## src/rtl/alu_seq_pkg.sv

```systemverilog
// Shared opcodes, flag bit positions and FSM state encoding for alu_seq.
package alu_seq_pkg;

  typedef enum logic [3:0] {
    OP_AND  = 4'b0000,
    OP_OR   = 4'b0001,
    OP_ADD  = 4'b0010,
    OP_XOR  = 4'b0011,
    OP_SUB  = 4'b0100,
    OP_SRA  = 4'b0101,
    OP_SLL  = 4'b0110,
    OP_NOR  = 4'b0111,
    OP_MUL  = 4'b1000,
    OP_SLLV = 4'b1001,
    OP_SRAV = 4'b1010
  } op_e;

  localparam int NFLAGS    = 5;
  localparam int FLG_ZERO  = 0;
  localparam int FLG_NEG   = 1;
  localparam int FLG_CARRY = 2;
  localparam int FLG_OVF   = 3;
  localparam int FLG_ILL   = 4;

  typedef enum logic [1:0] {
    S_IDLE = 2'd0,
    S_BUSY = 2'd1,
    S_DONE = 2'd2
  } state_e;

endpackage

```

## src/rtl/alu_mul_seq.sv

```systemverilog
// Shift-add unsigned multiplier: bit 0 of B is folded in at start, then one
// further multiplier bit per cycle; o_done marks the cycle the product is final.
module alu_mul_seq #(
  parameter int WIDTH = 32,
  localparam int CW = $clog2(WIDTH)
) (
  input  logic               clk,
  input  logic               rst,
  input  logic               i_start,
  input  logic [WIDTH-1:0]   i_a,
  input  logic [WIDTH-1:0]   i_b,
  output logic               o_busy,
  output logic               o_done,
  output logic [2*WIDTH-1:0] o_product
);

  logic [2*WIDTH-1:0] r_acc;
  logic [2*WIDTH-1:0] r_mcand;
  logic [WIDTH-1:0]   r_mplier;
  logic [CW-1:0]      r_cnt;
  logic               r_busy;

  always_ff @(posedge clk or posedge rst) begin
    if (rst) begin
      r_acc    <= '0;
      r_mcand  <= '0;
      r_mplier <= '0;
      r_cnt    <= '0;
      r_busy   <= 1'b0;
    end else if (i_start) begin
      r_acc    <= i_b[0] ? {{WIDTH{1'b0}}, i_a} : '0;
      r_mcand  <= {{(WIDTH-1){1'b0}}, i_a, 1'b0};
      r_mplier <= i_b >> 1;
      r_cnt    <= CW'(WIDTH-1);
      r_busy   <= 1'b1;
    end else if (r_busy) begin
      if (r_cnt == '0) begin
        r_busy <= 1'b0;
      end else begin
        r_acc    <= r_acc + (r_mplier[0] ? r_mcand : '0);
        r_mcand  <= r_mcand << 1;
        r_mplier <= r_mplier >> 1;
        r_cnt    <= r_cnt - CW'(1);
      end
    end
  end

  assign o_busy    = r_busy;
  assign o_done    = r_busy && (r_cnt == '0);
  assign o_product = r_acc;

endmodule

```

## src/rtl/alu_seq.sv

```systemverilog
// alu_seq: handshaked WIDTH-bit ALU with registered result and status flags.
// Define ALU_SEQ_MUL_EN to build opcode 1000 as iterative MUL; otherwise it is illegal.
module alu_seq
  import alu_seq_pkg::*;
#(
  parameter int WIDTH = 32,
  localparam int SHW = $clog2(WIDTH)
) (
  input  logic              clk,
  input  logic              rst,
  input  logic              in_valid,
  output logic              in_ready,
  input  logic [3:0]        op,
  input  logic [WIDTH-1:0]  inp_A,
  input  logic [WIDTH-1:0]  inp_B,
  output logic              out_valid,
  input  logic              out_ready,
  output logic [WIDTH-1:0]  out,
  output logic [NFLAGS-1:0] flags
);

  state_e              r_state;
  logic [WIDTH-1:0]    r_out;
  logic [NFLAGS-1:0]   r_flags;

  logic [WIDTH:0]      w_sum;
  logic [WIDTH-1:0]    w_res;
  logic                w_carry;
  logic                w_ovf;
  logic                w_ill;
  logic [NFLAGS-1:0]   w_flags;
  logic                w_accept;
  logic                w_is_mul;

  assign w_accept = in_valid && (r_state == S_IDLE);

  always_comb begin
    w_sum   = '0;
    w_res   = '0;
    w_carry = 1'b0;
    w_ovf   = 1'b0;
    w_ill   = 1'b0;
    case (op)
      OP_AND:  w_res = inp_A & inp_B;
      OP_OR:   w_res = inp_A | inp_B;
      OP_XOR:  w_res = inp_A ^ inp_B;
      OP_NOR:  w_res = ~(inp_A | inp_B);
      OP_ADD: begin
        w_sum   = {1'b0, inp_A} + {1'b0, inp_B};
        w_res   = w_sum[WIDTH-1:0];
        w_carry = w_sum[WIDTH];
        w_ovf   = (inp_A[WIDTH-1] == inp_B[WIDTH-1]) && (w_res[WIDTH-1] != inp_A[WIDTH-1]);
      end
      OP_SUB: begin
        // carry=1 means no borrow, as A + ~B + 1 naturally yields
        w_sum   = {1'b0, inp_A} + {1'b0, ~inp_B} + {{WIDTH{1'b0}}, 1'b1};
        w_res   = w_sum[WIDTH-1:0];
        w_carry = w_sum[WIDTH];
        w_ovf   = (inp_A[WIDTH-1] != inp_B[WIDTH-1]) && (w_res[WIDTH-1] != inp_A[WIDTH-1]);
      end
      OP_SRA:  w_res = $signed(inp_A) >>> 1;
      OP_SLL:  w_res = inp_A << 1;
      OP_SLLV: w_res = inp_A << inp_B[SHW-1:0];
      OP_SRAV: w_res = $signed(inp_A) >>> inp_B[SHW-1:0];
      default: w_ill = 1'b1;
    endcase
    w_flags            = '0;
    w_flags[FLG_ZERO]  = (w_res == '0);
    w_flags[FLG_NEG]   = w_res[WIDTH-1];
    w_flags[FLG_CARRY] = w_carry;
    w_flags[FLG_OVF]   = w_ovf;
    w_flags[FLG_ILL]   = w_ill;
  end

`ifdef ALU_SEQ_MUL_EN
  logic                 w_mul_busy;
  logic                 w_mul_done;
  logic [2*WIDTH-1:0]   w_mul_prod;
  logic [NFLAGS-1:0]    w_mul_flags;

  assign w_is_mul = (op == OP_MUL);

  alu_mul_seq #(.WIDTH(WIDTH)) u_mul (
    .clk       (clk),
    .rst       (rst),
    .i_start   (w_accept && w_is_mul),
    .i_a       (inp_A),
    .i_b       (inp_B),
    .o_busy    (w_mul_busy),
    .o_done    (w_mul_done),
    .o_product (w_mul_prod)
  );

  always_comb begin
    w_mul_flags            = '0;
    w_mul_flags[FLG_ZERO]  = (w_mul_prod[WIDTH-1:0] == '0);
    w_mul_flags[FLG_NEG]   = w_mul_prod[WIDTH-1];
    w_mul_flags[FLG_OVF]   = |w_mul_prod[2*WIDTH-1:WIDTH];
  end
`else
  assign w_is_mul = 1'b0;
`endif

  always_ff @(posedge clk or posedge rst) begin
    if (rst) begin
      r_state <= S_IDLE;
      r_out   <= '0;
      r_flags <= '0;
    end else begin
      case (r_state)
        S_IDLE: begin
          if (w_accept) begin
            if (w_is_mul) begin
              r_state <= S_BUSY;
            end else begin
              r_state <= S_DONE;
              r_out   <= w_res;
              r_flags <= w_flags;
            end
          end
        end
`ifdef ALU_SEQ_MUL_EN
        S_BUSY: begin
          if (w_mul_done) begin
            r_state <= S_DONE;
            r_out   <= w_mul_prod[WIDTH-1:0];
            r_flags <= w_mul_flags;
          end else if (!w_mul_busy) begin
            // multiplier lost its operation; recover rather than hang
            r_state <= S_IDLE;
          end
        end
`endif
        S_DONE: begin
          if (out_ready) r_state <= S_IDLE;
        end
        default: r_state <= S_IDLE;
      endcase
    end
  end

  assign in_ready  = (r_state == S_IDLE);
  assign out_valid = (r_state == S_DONE);
  assign out       = r_out;
  assign flags     = r_flags;

endmodule

```

## config.mk

```make
export PLATFORM = sky130hd
export DESIGN_NAME = alu_seq
export DESIGN_NICKNAME = d
export VERILOG_FILES = /design/src/rtl/alu_seq_pkg.sv /design/src/rtl/alu_mul_seq.sv /design/src/rtl/alu_seq.sv
export SDC_FILE = /design/constraint.sdc
export NUM_CORES = 1
export LEC_CHECK = 0
export CORE_ASPECT_RATIO = 1.1
export CORE_UTILIZATION = 50
export CTS_CLUSTER_SIZE = 24
export DETAILED_ROUTE_END_ITERATION = 8
export HOLD_SLACK_MARGIN = 0.03
export PLACE_DENSITY = 0.82
export SLEW_MARGIN = 20
export SYNTH_ARGS = -nofsm -noshare
export SYNTH_HDL_FRONTEND = slang
export SYNTH_SLANG_ARGS = --single-unit
```

## constraint.sdc

```tcl
create_clock -name clk -period 3.3 [get_ports clk]
set_input_delay 0.66 -clock clk [delete_from_list [all_inputs] [get_ports clk]]
set_output_delay 0.66 -clock clk [all_outputs]
set_load 0.005 [all_outputs]
```

==> tab_implementation.tex, run 1 <==
\begin{tabular}{lr}
\hline
Metric & Value \\
\hline
\multicolumn{2}{l}{\textbf{Run status}} \\
\quad Run status & stopped before the end \\
\quad Last stage reached & 5\_1\_grt \\
\quad Error & [ERROR GRT-0116] Global routing finished with congestion. Check the congestion regions in the DRC Viewer. \\
\multicolumn{2}{l}{\textbf{Floorplanning}} \\
\quad Die Width & around 150 microns \\
\quad Top-level port count & $\sim$110 \\
\quad Site Rows & approximately 60 \\
\quad Effective utilization at floorplan & 51.0\% \\
\quad Die height & approximately 160 microns \\
\multicolumn{2}{l}{\textbf{Clock network}} \\
\quad Hold-fix buffer count after cts & 0 \\
\quad CTS root buf & sky130\_fd\_sc\_hd\_\_clkbuf\_16 \\
\quad Maximum number of buffers from clock root to sink & 2 \\
\quad TritonCTS sink count & 37 \\
\quad Number of buffers inserted during clock tree synthesis & 5 \\
\quad CTS HTree Levels & 2 \\
\multicolumn{2}{l}{\textbf{Yosys}} \\
\quad Netlist Area Pre-Place & about 12000 sq um \\
\quad Synth top area share & 10.6\% \\
\quad Net count of the mapped netlist & $\sim$1.9k \\
\quad Number of warnings issued by yosys & 0 \\
\quad Avg Inst Size Synth & 7.18 sq um \\
\quad Proportion of synthesized flip-flops having asynchronous set or reset & 100\% \\
\quad Synth Flop Type & sky130\_fd\_sc\_hd\_\_dfrtp\_1 \\
\quad EDFF count, synth & 0 \\
\quad Top area cells in the synthesized netlist & sky130\_fd\_sc\_hd\_\_ha\_1 11\%, sky130\_fd\_sc\_hd\_\_dfrtp\_1 7.7\%, sky130\_fd\_sc\_hd\_\_mux4\_2 6.4\% \\
\quad Total of flip-flops plus latches after synthesis & 37 \\
\quad Post-synth top area cell & sky130\_fd\_sc\_hd\_\_ha\_1 \\
\quad Unique masters post-synth & 85 \\
\quad Mapped Cells & between 1.5k and 2k \\
\quad Portion of the post-synthesis area used by sequential elements & under 10\% \\
\multicolumn{2}{l}{\textbf{Place}} \\
\quad \# port buffers & 110 \\
\quad Post-detail-place hpwl & approximately 53000 microns \\
\quad Cell count after placement & approximately 2.6k \\
\quad Last weighted congestion value of the routability-driven placer & 1.32 \\
\multicolumn{2}{l}{\textbf{GRT}} \\
\quad Via count of the first global-routing pass & 24.8k \\
\quad Global-route wire length before repair & between 150000 and 200000 microns \\
\quad Leftover overflow at the end of global routing & 1247 \\
\quad Total GRT Usage & between 80\% and 90\% \\
\quad Largest net degree at the start of global routing & 45 \\
\hline
\end{tabular}
[stage by stage]
step	utilization, %	setup slack [ns]	instance area (sq um)
3_5_place_dp	76.5	-1.55	18100
3_3_place_gp	76.5	-1.32	18100
4_1_cts	85.0	-0.735	20100
2_1_floorplan	-	-0.607	12500
[Yosys cell counts (27+ instances only)]
master and n:
sky130_fd_sc_hd__o21ai_0 99, sky130_fd_sc_hd__mux2_2 36, sky130_fd_sc_hd__nand2_1 163, sky130_fd_sc_hd__a22oi_1 33, sky130_fd_sc_hd__mux2i_1 72, sky130_fd_sc_hd__o22ai_1 38
sky130_fd_sc_hd__nand3_1 32, sky130_fd_sc_hd__dfrtp_1 37, sky130_fd_sc_hd__nor2_1 138, sky130_fd_sc_hd__a211oi_1 32, sky130_fd_sc_hd__nor3_1 39, sky130_fd_sc_hd__inv_1 102
sky130_fd_sc_hd__ha_1 102, sky130_fd_sc_hd__a21oi_1 117, sky130_fd_sc_hd__clkbuf_1 95, sky130_fd_sc_hd__o211ai_1 29, sky130_fd_sc_hd__nor4_1 27, sky130_fd_sc_hd__mux4_2 34
[layer usage]
layer  GRT usage [%]  GRT overflow
met2             109           802
met1            81.3            29
met3            70.0            23
met4             102           385
met5            46.0             8
[logic make-up after synthesis]
kind of cell	count (synthesis)	share of synthesized area, %
adder cells (fa/ha/maj)	104	10.9
AO/OA/AOI/OAI	583	33.5
flip-flops	37	7.69
buffers and inverters	256	9.31
multiplexers	143	15.9
XOR/XNOR	5	0.364
AND/OR/NAND/NOR	548	22.3
[what timing repair did]
| item | in CTS |
|---|---|
| pin swaps | 107 |
| cloned | 0 |
| buffers inserted | 72 |
| resized for setup | 430 |
| setup endpoints to repair | 28 |
==> inputs of run 2 (changes only) <==
CORE_ASPECT_RATIO = not set   (was 1.1)
CORE_UTILIZATION = 35   (was 50)
CTS_CLUSTER_SIZE = not set   (was 24)
HOLD_SLACK_MARGIN = not set   (was 0.03)
PLACE_DENSITY = not set   (was 0.82)
PLACE_DENSITY_LB_ADDON = 0.15   (was not set)
==> tab_implementation.tex, run 2 <==
\begin{tabular}{lr}
\hline
Metric & Value \\
\hline
\multicolumn{2}{l}{\textbf{Clock network}} \\
\quad CTS root buf & sky130\_fd\_sc\_hd\_\_clkbuf\_16 \\
\quad Hold-fix buffer count after cts & 0 (unchanged) \\
\quad Number of buffers inserted during clock tree synthesis & 5 (unchanged) \\
\quad CTS HTree Levels & 2 (unchanged) \\
\quad Clock tree from TritonCTS & done \\
\quad TritonCTS sink count & 37 (unchanged) \\
\quad Maximum number of buffers from clock root to sink & 2 (unchanged) \\
\quad Clock transition at the registers of the reported paths & approximately 0.060 ns \\
\quad Worst skew pair latency & between 0.2 and 0.3 ns \\
\multicolumn{2}{l}{\textbf{Hold path}} \\
\quad Kind of path behind the tightest hold check & flop to flop \\
\multicolumn{2}{l}{\textbf{Yosys}} \\
\quad Top area cells in the synthesized netlist & sky130\_fd\_sc\_hd\_\_ha\_1 11\%, sky130\_fd\_sc\_hd\_\_dfrtp\_1 7.7\%, sky130\_fd\_sc\_hd\_\_mux4\_2 6.4\% \\
\quad Netlist Area Pre-Place & 12000 sq um (unchanged) \\
\quad Net count of the mapped netlist & 1852 (unchanged) \\
\quad Portion of the post-synthesis area used by sequential elements & 7.69\% (unchanged) \\
\quad Synth Flop Type & sky130\_fd\_sc\_hd\_\_dfrtp\_1 \\
\quad Unique masters post-synth & 85 (unchanged) \\
\quad Top cell types by occurrence after synthesis & 163 x sky130\_fd\_sc\_hd\_\_nand2\_1, 138 x sky130\_fd\_sc\_hd\_\_nor2\_1, 117 x sky130\_fd\_sc\_hd\_\_a21oi\_1, 102 x sky130\_fd\_sc\_hd\_\_ha\_1, 102 x sky130\_fd\_sc\_hd\_\_inv\_1 \\
\quad Post-synthesis share of cell area spent on xor and xnor gates & 0.364\% (unchanged) \\
\quad Fraction of the mapped netlist area in simple logic gates & 22.3\% (unchanged) \\
\quad Synth top area share & 10.6\% (unchanged) \\
\quad Total of flip-flops plus latches after synthesis & 37 (unchanged) \\
\quad Proportion of synthesized flip-flops having asynchronous set or reset & 100\% (unchanged) \\
\quad Share of the synthesized area in compound gates (AO/OA/AOI/OAI) & 33.5\% (unchanged) \\
\quad Dominant combinational cell family by area after synthesis & compound AO/OA/AOI/OAI gates \\
\quad EDFF count, synth & 0 (unchanged) \\
\quad Number of warnings issued by yosys & 0 (unchanged) \\
\quad Avg Inst Size Synth & 7.18 sq um (unchanged) \\
\quad Portion of netlist area occupied by mux cells & 15.9\% (unchanged) \\
\quad Post-synth top area cell & sky130\_fd\_sc\_hd\_\_ha\_1 \\
\quad Adder-cell share of the synthesized area & 10.9\% (unchanged) \\
\quad Mapped Cells & 1676 (unchanged) \\
\quad Most frequent cell after synthesis & sky130\_fd\_sc\_hd\_\_nand2\_1 \\
\multicolumn{2}{l}{\textbf{Power}} \\
\quad Final total power & 5.37 mW \\
\quad Peak supply drop & 288 uV \\
\quad Share of total power in the clock network & a little over a tenth \\
\quad Flop pwr share & between 10 and 15\% \\
\quad Combinational share of power & around 78\% \\
\quad Net Sw Frac & $\sim$44\% \\
\quad Leak pwr & 9.72 nW \\
\quad Net switching power & $\sim$2.4 mW \\
\quad Power density over the cells & about 250 nW/um\^{}2 \\
\quad Internal power & $\sim$3.0 mW \\
\multicolumn{2}{l}{\textbf{Routing}} \\
\quad Total routed wire length on the met1 layer & roughly 31000 microns \\
\quad DR vias & around 18k \\
\quad Met3 layer wire length in the routed design & 8460 microns \\
\quad Highest layer used for signal routing & met5 \\
\quad Remaining antenna violation count after routing & 0 \\
\quad Number of detailed-route iterations in the first pass & 6 \\
\quad Post-detailed-route DRC marker count & 0 \\
\quad Average detailed-routed wire length per instance & roughly 27 microns \\
\quad Detailed-routed wire length on met2 & about 33000 microns \\
\quad Via count normalized by instance count & roughly 6.3 \\
\quad Final wirelength & 78000 microns \\
\quad DRT iter0 DRCs & 2066 \\
\multicolumn{2}{l}{\textbf{GRT}} \\
\quad Largest net degree at the start of global routing & 45 \\
\quad Total GRT Usage & about 43\% \\
\quad Initial antenna violation count & 1 \\
\quad Leftover overflow at the end of global routing & 0 \\
\quad Via count of the first global-routing pass & roughly 18k \\
\quad Global-route wire length before repair & 113000 microns \\
\multicolumn{2}{l}{\textbf{Critical path}} \\
\quad Top Family by Delay on Critical Path & simple AND/OR/NAND/NOR gates \\
\quad CP max stage delay & between 0.5 and 0.6 ns \\
\quad Biggest fanout along the worst timing path & 4 \\
\quad Bufs and invs on worst path & 3 \\
\quad Required time at the endpoint of the critical path & 3.49 ns \\
\quad Cell-by-cell trace of the critical path & buf\_12, clkinvlp\_4, buf\_6, fa\_2, nor2\_1, a21oi\_1, o221ai\_2, a211o\_1, a211o\_1, or4\_4, nor4\_4, and4\_1, and4\_1, nand4\_1, o41ai\_2 \\
\quad Critical path startpoint category & input port \\
\quad CP max-delay cell & sky130\_fd\_sc\_hd\_\_or4\_4 \\
\quad Worst Path Class, Setup & input port to flop \\
\quad Critical path arrival & around 4.2 ns \\
\quad Critical Path Sink Type & flop \\
\multicolumn{2}{l}{\textbf{Layout}} \\
\quad NumNets Final & around 2.7k \\
\quad Commonest cells after routing, fill and taps aside & 754 x sky130\_fd\_sc\_hd\_\_buf\_4, 158 x sky130\_fd\_sc\_hd\_\_nand2\_1, 131 x sky130\_fd\_sc\_hd\_\_nor2\_1, 87 x sky130\_fd\_sc\_hd\_\_a21oi\_1, 77 x sky130\_fd\_sc\_hd\_\_o21ai\_0 \\
\quad Syn-to-layout area delta & 80.4\% \\
\quad Number of flip-flops under the largest register name & 31 \\
\quad Most frequent standard cell in the layout excluding fill and tap cells & sky130\_fd\_sc\_hd\_\_buf\_4 \\
\quad Number of antenna diodes & 0 \\
\quad Fraction of layout instances using a drive strength above 1 & 50.4\% \\
\quad Fin area & 21700 sq um \\
\multicolumn{2}{l}{\textbf{Floorplanning}} \\
\quad Effective utilization at floorplan & 35.7\% (-15 points) \\
\quad Die outline area & approximately 35000 sq um \\
\quad Core ar. & $\sim$34000 sq um \\
\quad Die Width & 187 microns (+25\%) \\
\quad Site Rows & 67 (+14\%) \\
\quad Top-level port count & 111 (unchanged) \\
\quad Die height & 187 microns (+14\%) \\
\multicolumn{2}{l}{\textbf{Timing}} \\
\quad Final period utilization & 121\% \\
\quad Final TNS setup & -3.24 ns \\
\quad FMAX & about 250 MHz \\
\quad Slew HR & roughly a quarter \\
\quad Worst hold slack across all endpoints & roughly 0.48 ns \\
\quad Setup skew after layout & $\sim$0.0052 ns \\
\quad Final Hold Violating Endpoints & 0 \\
\quad Count of endpoints failing setup in the final report & 11 \\
\quad Worst setup slack after layout & -0.695 ns \\
\quad Final critical delay including setup and external delays & about 4 ns \\
\quad Slew at the pin with the worst max-slew slack & $\sim$1.1 ns \\
\quad RSZ-0062 raised after global routing & true \\
\quad Slew Viols, Final & 0 \\
\multicolumn{2}{l}{\textbf{Place}} \\
\quad Instance area at placement & 18900 sq um (+4.4\%) \\
\quad \# port buffers & 110 (unchanged) \\
\quad Last weighted congestion value of the routability-driven placer & 1.14 (-13\%) \\
\quad Post-detail-place hpwl & 62700 microns (+18\%) \\
\multicolumn{2}{l}{\textbf{Run status}} \\
\quad Violated checks & setup timing \\
\quad Run status & finished, violations left \\
\multicolumn{2}{l}{\textbf{Job}} \\
\quad Max capacitance violation total & 0 \\
\hline
\end{tabular}
-- run 2: cell counts after synthesis --
No cell type changed its count.
-- run 2: timing repair --
action / 4_1_cts / 5_1_grt
pin swaps: 89 / 100
gates resized for setup: 409 / 172
endpoints found under the setup margin: 27 / 22
buffers inserted: 70 / 39
-- run 2: metal layers --
| metal | global-route usage (%) | vias up |
|---|---|---|
| li1 | - | 7969 |
| met4 | 22.1 | 2 |
| met3 | 10.3 | 285 |
| met5 | 0 | - |
| met2 | 65.3 | 1198 |
| met1 | 56.2 | 8853 |
-- run 2: power by group through the flow --
stage | logic (mW) | clock network (mW) | registers, mW
after global placement | 3.42 | 0 | 0.623
final | 4.18 | 0.574 | 0.623
after CTS | 3.82 | 0.585 | 0.624
after detailed placement | 3.43 | 0 | 0.632
after global routing | 4.34 | 0.607 | 0.637
after floorplan | 1.50 | 0 | 0.633
-- run 2: layout make-up --
class	count	area (sq um)
clock inverter	2	37.5
tap	448	561
fill	2966	12000
sequential	37	926
clock buffer	6	139
timing repair buffer	943	7700
inverter	106	438
multi-input combinational	1383	11900
-- run 2: final timing paths --
| check | start | endpoint | slack [ns] | cells after the start |
|---|---|---|---|---|
| max | inp_B[1] | flags[0]$_DFFE_PP0P_ | -0.69 | 15 |
| min | out[22]$_DFFE_PP0P_ | out[22]$_DFFE_PP0P_ | 0.48 | 2 |
| max in group asynchronous | rst | flags[3]$_DFFE_PP0P_ | 2.15 | 3 |
| min in group asynchronous | rst | out[15]$_DFFE_PP0P_ | 0.78 | 3 |
| max reg2reg | r_state[1]$_DFFE_PP0P_ | flags[0]$_DFFE_PP0P_ | -0.17 | 11 |
| min reg2reg | out[22]$_DFFE_PP0P_ | out[22]$_DFFE_PP0P_ | 0.48 | 2 |
-- run 2: per-stage QoR --
stage,setup slack [ns],instances,util [%]
global route,-0.802,2925,64.4
finish,-0.695,2925,64.4
detailed placement,-1.73,2816,56.0
CTS,-0.754,2891,61.7
floorplan,-0.607,1676,-
global placement,-1.72,2816,56.0
-- run 2: cells by family (layout without fill, tap and decap cells) --
logic type | count (synthesis) | after routing
buffers and inverters | 256 | 1057
adders and majority gates | 104 | 104
xor gates and xnor gates | 5 | 5
DFF | 37 | 37
and+or+nand+nor | 548 | 548
AOI/OAI and AO/OA | 583 | 583
muxes | 143 | 143
-- run 2: worst register-to-register path, cell delays in order, from the launching register on --
cell,delay [ns]
sky130_fd_sc_hd__dfrtp_1,0.37
sky130_fd_sc_hd__inv_1,0.07
sky130_fd_sc_hd__nand2_1,0.21
sky130_fd_sc_hd__a221oi_1,0.31
sky130_fd_sc_hd__o211ai_1,0.16
sky130_fd_sc_hd__or4_4,0.56
sky130_fd_sc_hd__or4_4,0.54
sky130_fd_sc_hd__nor4_4,0.27
sky130_fd_sc_hd__and4_1,0.26
sky130_fd_sc_hd__and4_1,0.23
sky130_fd_sc_hd__nand4_1,0.16
sky130_fd_sc_hd__o41ai_2,0.23
(Power assumes the default switching activity.)
==> inputs of run 3 (changes only) <==
CTS_CLUSTER_SIZE = 20   (was not set)
HOLD_SLACK_MARGIN = 0.1   (was not set)
==> results of run 3 <==
Same layout as run 2: the final DEF is identical, and so are final timing and power.
==> inputs of run 4 (changes only) <==
CORE_MARGIN = 3   (was not set)
GPL_TIMING_DRIVEN = 0   (was not set)
==> tab_implementation.tex, run 4 (synthesized netlist as in run 2, its figures left out) <==
\begin{tabular}{lr}
\hline
Metric & Value \\
\hline
\multicolumn{2}{l}{\textbf{Hold path}} \\
\quad Kind of path behind the tightest hold check & flop to flop \\
\multicolumn{2}{l}{\textbf{Clock network}} \\
\quad Clock transition at the registers of the reported paths & 0.06 ns (about the same) \\
\quad Clock tree from TritonCTS & done \\
\quad CTS root buf & sky130\_fd\_sc\_hd\_\_clkbuf\_16 \\
\quad Number of buffers inserted during clock tree synthesis & 5 (unchanged) \\
\quad Maximum number of buffers from clock root to sink & 2 (unchanged) \\
\quad CTS HTree Levels & 2 (unchanged) \\
\quad TritonCTS sink count & 37 (unchanged) \\
\quad Worst skew pair latency & 0.30 ns (about the same) \\
\multicolumn{2}{l}{\textbf{Job}} \\
\quad Max capacitance violation total & 0 (unchanged) \\
\multicolumn{2}{l}{\textbf{Critical path}} \\
\quad CP max stage delay & 0.42 ns (-0.13 ns) \\
\quad Critical path arrival & 4.46 ns (+0.28 ns) \\
\quad Worst Path Class, Setup & input port to flop \\
\quad Flop2flop setup slack & -0.41 ns (-0.24 ns) \\
\quad CP max-delay cell & sky130\_fd\_sc\_hd\_\_a221o\_2 \\
\quad Critical Path Sink Type & flop \\
\quad Top Family by Delay on Critical Path & compound AO/OA/AOI/OAI gates \\
\quad Cell-by-cell trace of the critical path & buf\_8, buf\_8, buf\_12, buf\_12, clkinvlp\_4, buf\_6, fa\_2, nor2b\_4, o2111ai\_4, a31oi\_4, buf\_6, a2111o\_1, nand4\_1, a221o\_2, nor4\_2, and4\_4, and4\_4, nand4\_1, o41ai\_2 \\
\quad Critical path startpoint category & input port \\
\quad Biggest fanout along the worst timing path & 5 (+1) \\
\quad Bufs and invs on worst path & 7 (+4) \\
\quad Required time at the endpoint of the critical path & 3.49 ns (about the same) \\
\multicolumn{2}{l}{\textbf{Layout}} \\
\quad Number of flip-flops under the largest register name & 31 (unchanged) \\
\quad Commonest cells after routing, fill and taps aside & 153 x sky130\_fd\_sc\_hd\_\_nand2\_1, 127 x sky130\_fd\_sc\_hd\_\_nor2\_1, 120 x sky130\_fd\_sc\_hd\_\_buf\_4, 90 x sky130\_fd\_sc\_hd\_\_a21oi\_1, 81 x sky130\_fd\_sc\_hd\_\_inv\_1 \\
\quad Fraction of layout instances using a drive strength above 1 & 34.0\% (-16 points) \\
\quad NumNets Final & 2084 (-21\%) \\
\quad Fin area & 17600 sq um (-19\%) \\
\quad Syn-to-layout area delta & 46.1\% \\
\quad Non-filler cells, final & 2359 (-19\%) \\
\quad Most frequent standard cell in the layout excluding fill and tap cells & sky130\_fd\_sc\_hd\_\_nand2\_1 \\
\multicolumn{2}{l}{\textbf{Place}} \\
\quad Cell count after placement & 2236 (-21\%) \\
\quad Post-detail-place hpwl & 62700 microns (about the same) \\
\quad \# port buffers & 110 (unchanged) \\
\quad Instance area at placement & 14200 sq um (-25\%) \\
\quad Last weighted congestion value of the routability-driven placer & 1.13 (-1.2\%) \\
\quad Pre-CTS worst setup slack & -3.15 ns (-1.42 ns) \\
\multicolumn{2}{l}{\textbf{Floorplanning}} \\
\quad Effective utilization at floorplan & 35.7\% (unchanged) \\
\quad Die outline area & 36700 sq um (+4.3\%) \\
\quad Top-level port count & 111 (unchanged) \\
\quad Die Width & 191 microns (+2.1\%) \\
\quad Core ar. & 33700 sq um (unchanged) \\
\quad Site Rows & 67 (unchanged) \\
\quad Die height & 191 microns (+2.1\%) \\
\multicolumn{2}{l}{\textbf{GRT}} \\
\quad Busiest layer in global routing & met2 \\
\quad Met2 Use GR & 62.4\% (-2.9 points) \\
\quad Total GRT Usage & 42.5\% (-0.46 points) \\
\quad Largest net degree at the start of global routing & 25 (-44\%) \\
\quad Via count of the first global-routing pass & 15.7k (-11\%) \\
\quad Global-route wire length before repair & 114000 microns (+0.20\%) \\
\quad Initial antenna violation count & 5 (+4) \\
\quad Global-route met3 utilization & 10.6\% (+0.30 points) \\
\quad Leftover overflow at the end of global routing & 0 (unchanged) \\
\quad Global routing met1 resource utilization & 58.2\% (+2.0 points) \\
\multicolumn{2}{l}{\textbf{Power}} \\
\quad Peak supply drop & 272 uV (-5.8\%) \\
\quad Power density over the cells & 265 nW/um\^{}2 (+6.9\%) \\
\quad Leak pwr & 6.91 nW (-29\%) \\
\multicolumn{2}{l}{\textbf{Routing}} \\
\quad Remaining antenna violation count after routing & 0 (unchanged) \\
\quad DRT iter0 DRCs & 2058 (-0.39\%) \\
\quad DR vias & 16.6k (-9.3\%) \\
\quad Average detailed-routed wire length per instance & 34.0 microns (+27\%) \\
\quad Via count normalized by instance count & 7.04 (+12\%) \\
\quad Final wirelength & 80100 microns (+2.7\%) \\
\quad Number of detailed-route iterations in the first pass & 7 (+1) \\
\quad Post-detailed-route DRC marker count & 0 (unchanged) \\
\multicolumn{2}{l}{\textbf{Timing}} \\
\quad Final Hold Violating Endpoints & 0 (unchanged) \\
\quad Slew Viols, Final & 0 (unchanged) \\
\quad Final period utilization & 130\% (+8.5 points) \\
\quad Final critical delay including setup and external delays & 4.27 ns (+0.280 ns) \\
\quad Slew at the pin with the worst max-slew slack & 0.980 ns (-0.145 ns) \\
\quad RSZ-0062 raised after global routing & true \\
\quad Final TNS setup & -6.95 ns (-3.71 ns) \\
\quad Worst hold slack across all endpoints & 0.475 ns (+0.0000470 ns) \\
\quad Worst setup slack after layout & -0.975 ns (-0.280 ns) \\
\quad Count of endpoints failing setup in the final report & 21 (+10) \\
\quad Slew HR & 34.0\% (+9.5 points) \\
\quad Setup skew after layout & 0.00781 ns (+0.00265 ns) \\
\quad FMAX & 234 MHz (-6.6\%) \\
\multicolumn{2}{l}{\textbf{Run status}} \\
\quad Violated checks & setup timing \\
\quad Run status & finished, violations left \\
\hline
\end{tabular}
==> run 4: cell types whose count changed in the layout (fill, tap and decap cells not counted), sizes merged <==
cell,before,now
buf,858,187
bufinv,1,0
clkbuf,15,100
clkdlybuf4s15,5,13
clkdlybuf4s50,50,69
clkinv,4,7
clkinvlp,3,9
diode,0,2
dlygate4sd2,17,10
dlygate4sd3,0,1
dlymetal6s2s,4,0
inv,100,93
==> run 4: area by class of cell <==
cell class / instances / area, sq um
Buffer: 144 / 1430
Fill cell: 3226 / 16100
Sequential cell: 37 / 926
Clock buffer: 5 / 125
Tap cell: 448 / 561
Timing Repair Buffer: 231 / 2080
Antenna cell: 2 / 5.00
Inverter: 106 / 479
Clock inverter: 3 / 22.5
Multi-Input combinational cell: 1383 / 12000
==> run 4: final timing paths <==
kind                                        end  cells after the start                   start
hold reg to reg             out[11]$_DFFE_PP0P_                      2     out[11]$_DFFE_PP0P_
hold / removal              out[11]$_DFFE_PP0P_                      2     out[11]$_DFFE_PP0P_
max in group asynchronous   out[28]$_DFFE_PP0P_                      3                     rst
setup reg to reg           flags[0]$_DFFE_PP0P_                     11  r_state[1]$_DFFE_PP0P_
setup / recovery           flags[0]$_DFFE_PP0P_                     19                inp_B[1]
min in group asynchronous   out[14]$_DFFE_PP0P_                      2                     rst
==> run 4: worst min-delay path, delay by kind of cell (launching register included) <==
| family | cells | cell delay [ns] |
|---|---|---|
| and+or+nand+nor | 2 | 0.10 |
| DFF | 1 | 0.34 |
==> run 4: metrics by stage <==
step	power (mW)	util, %
2_1_floorplan	2.14	-
3_3_place_gp	3.31	42.0
4_1_cts	4.39	50.7
3_5_place_dp	3.31	42.1
6_report	4.66	52.2
5_1_grt	4.81	52.2
==> run 4: report_power, final <==
| part | leakage (nW) | internal (mW) | switching (mW) |
|---|---|---|---|
| Clock | 0.0738 | 0.281 | 0.211 |
| Sequential | 0.465 | 0.562 | 0.0630 |
| Combinational | 6.37 | 1.48 | 2.06 |
==> run 4: timing repair <==
item | CTS | global route
setup endpoints to repair | 36 | 27
gates resized for setup | 580 | 110
hold buffers | 0 | 0
setup buffers | 107 | 16
pin swaps | 87 | 38
==> run 4: layer usage <==
| metal | routed length, microns | part of all wire [%] | up-vias |
|---|---|---|---|
| met5 | 75 | 0.094 | - |
| met4 | 5520 | 6.9 | 10 |
| met2 | 32600 | 41 | 1294 |
| met1 | 32300 | 40 | 8118 |
| met3 | 9690 | 12 | 332 |
| li1 | - | - | 6850 |
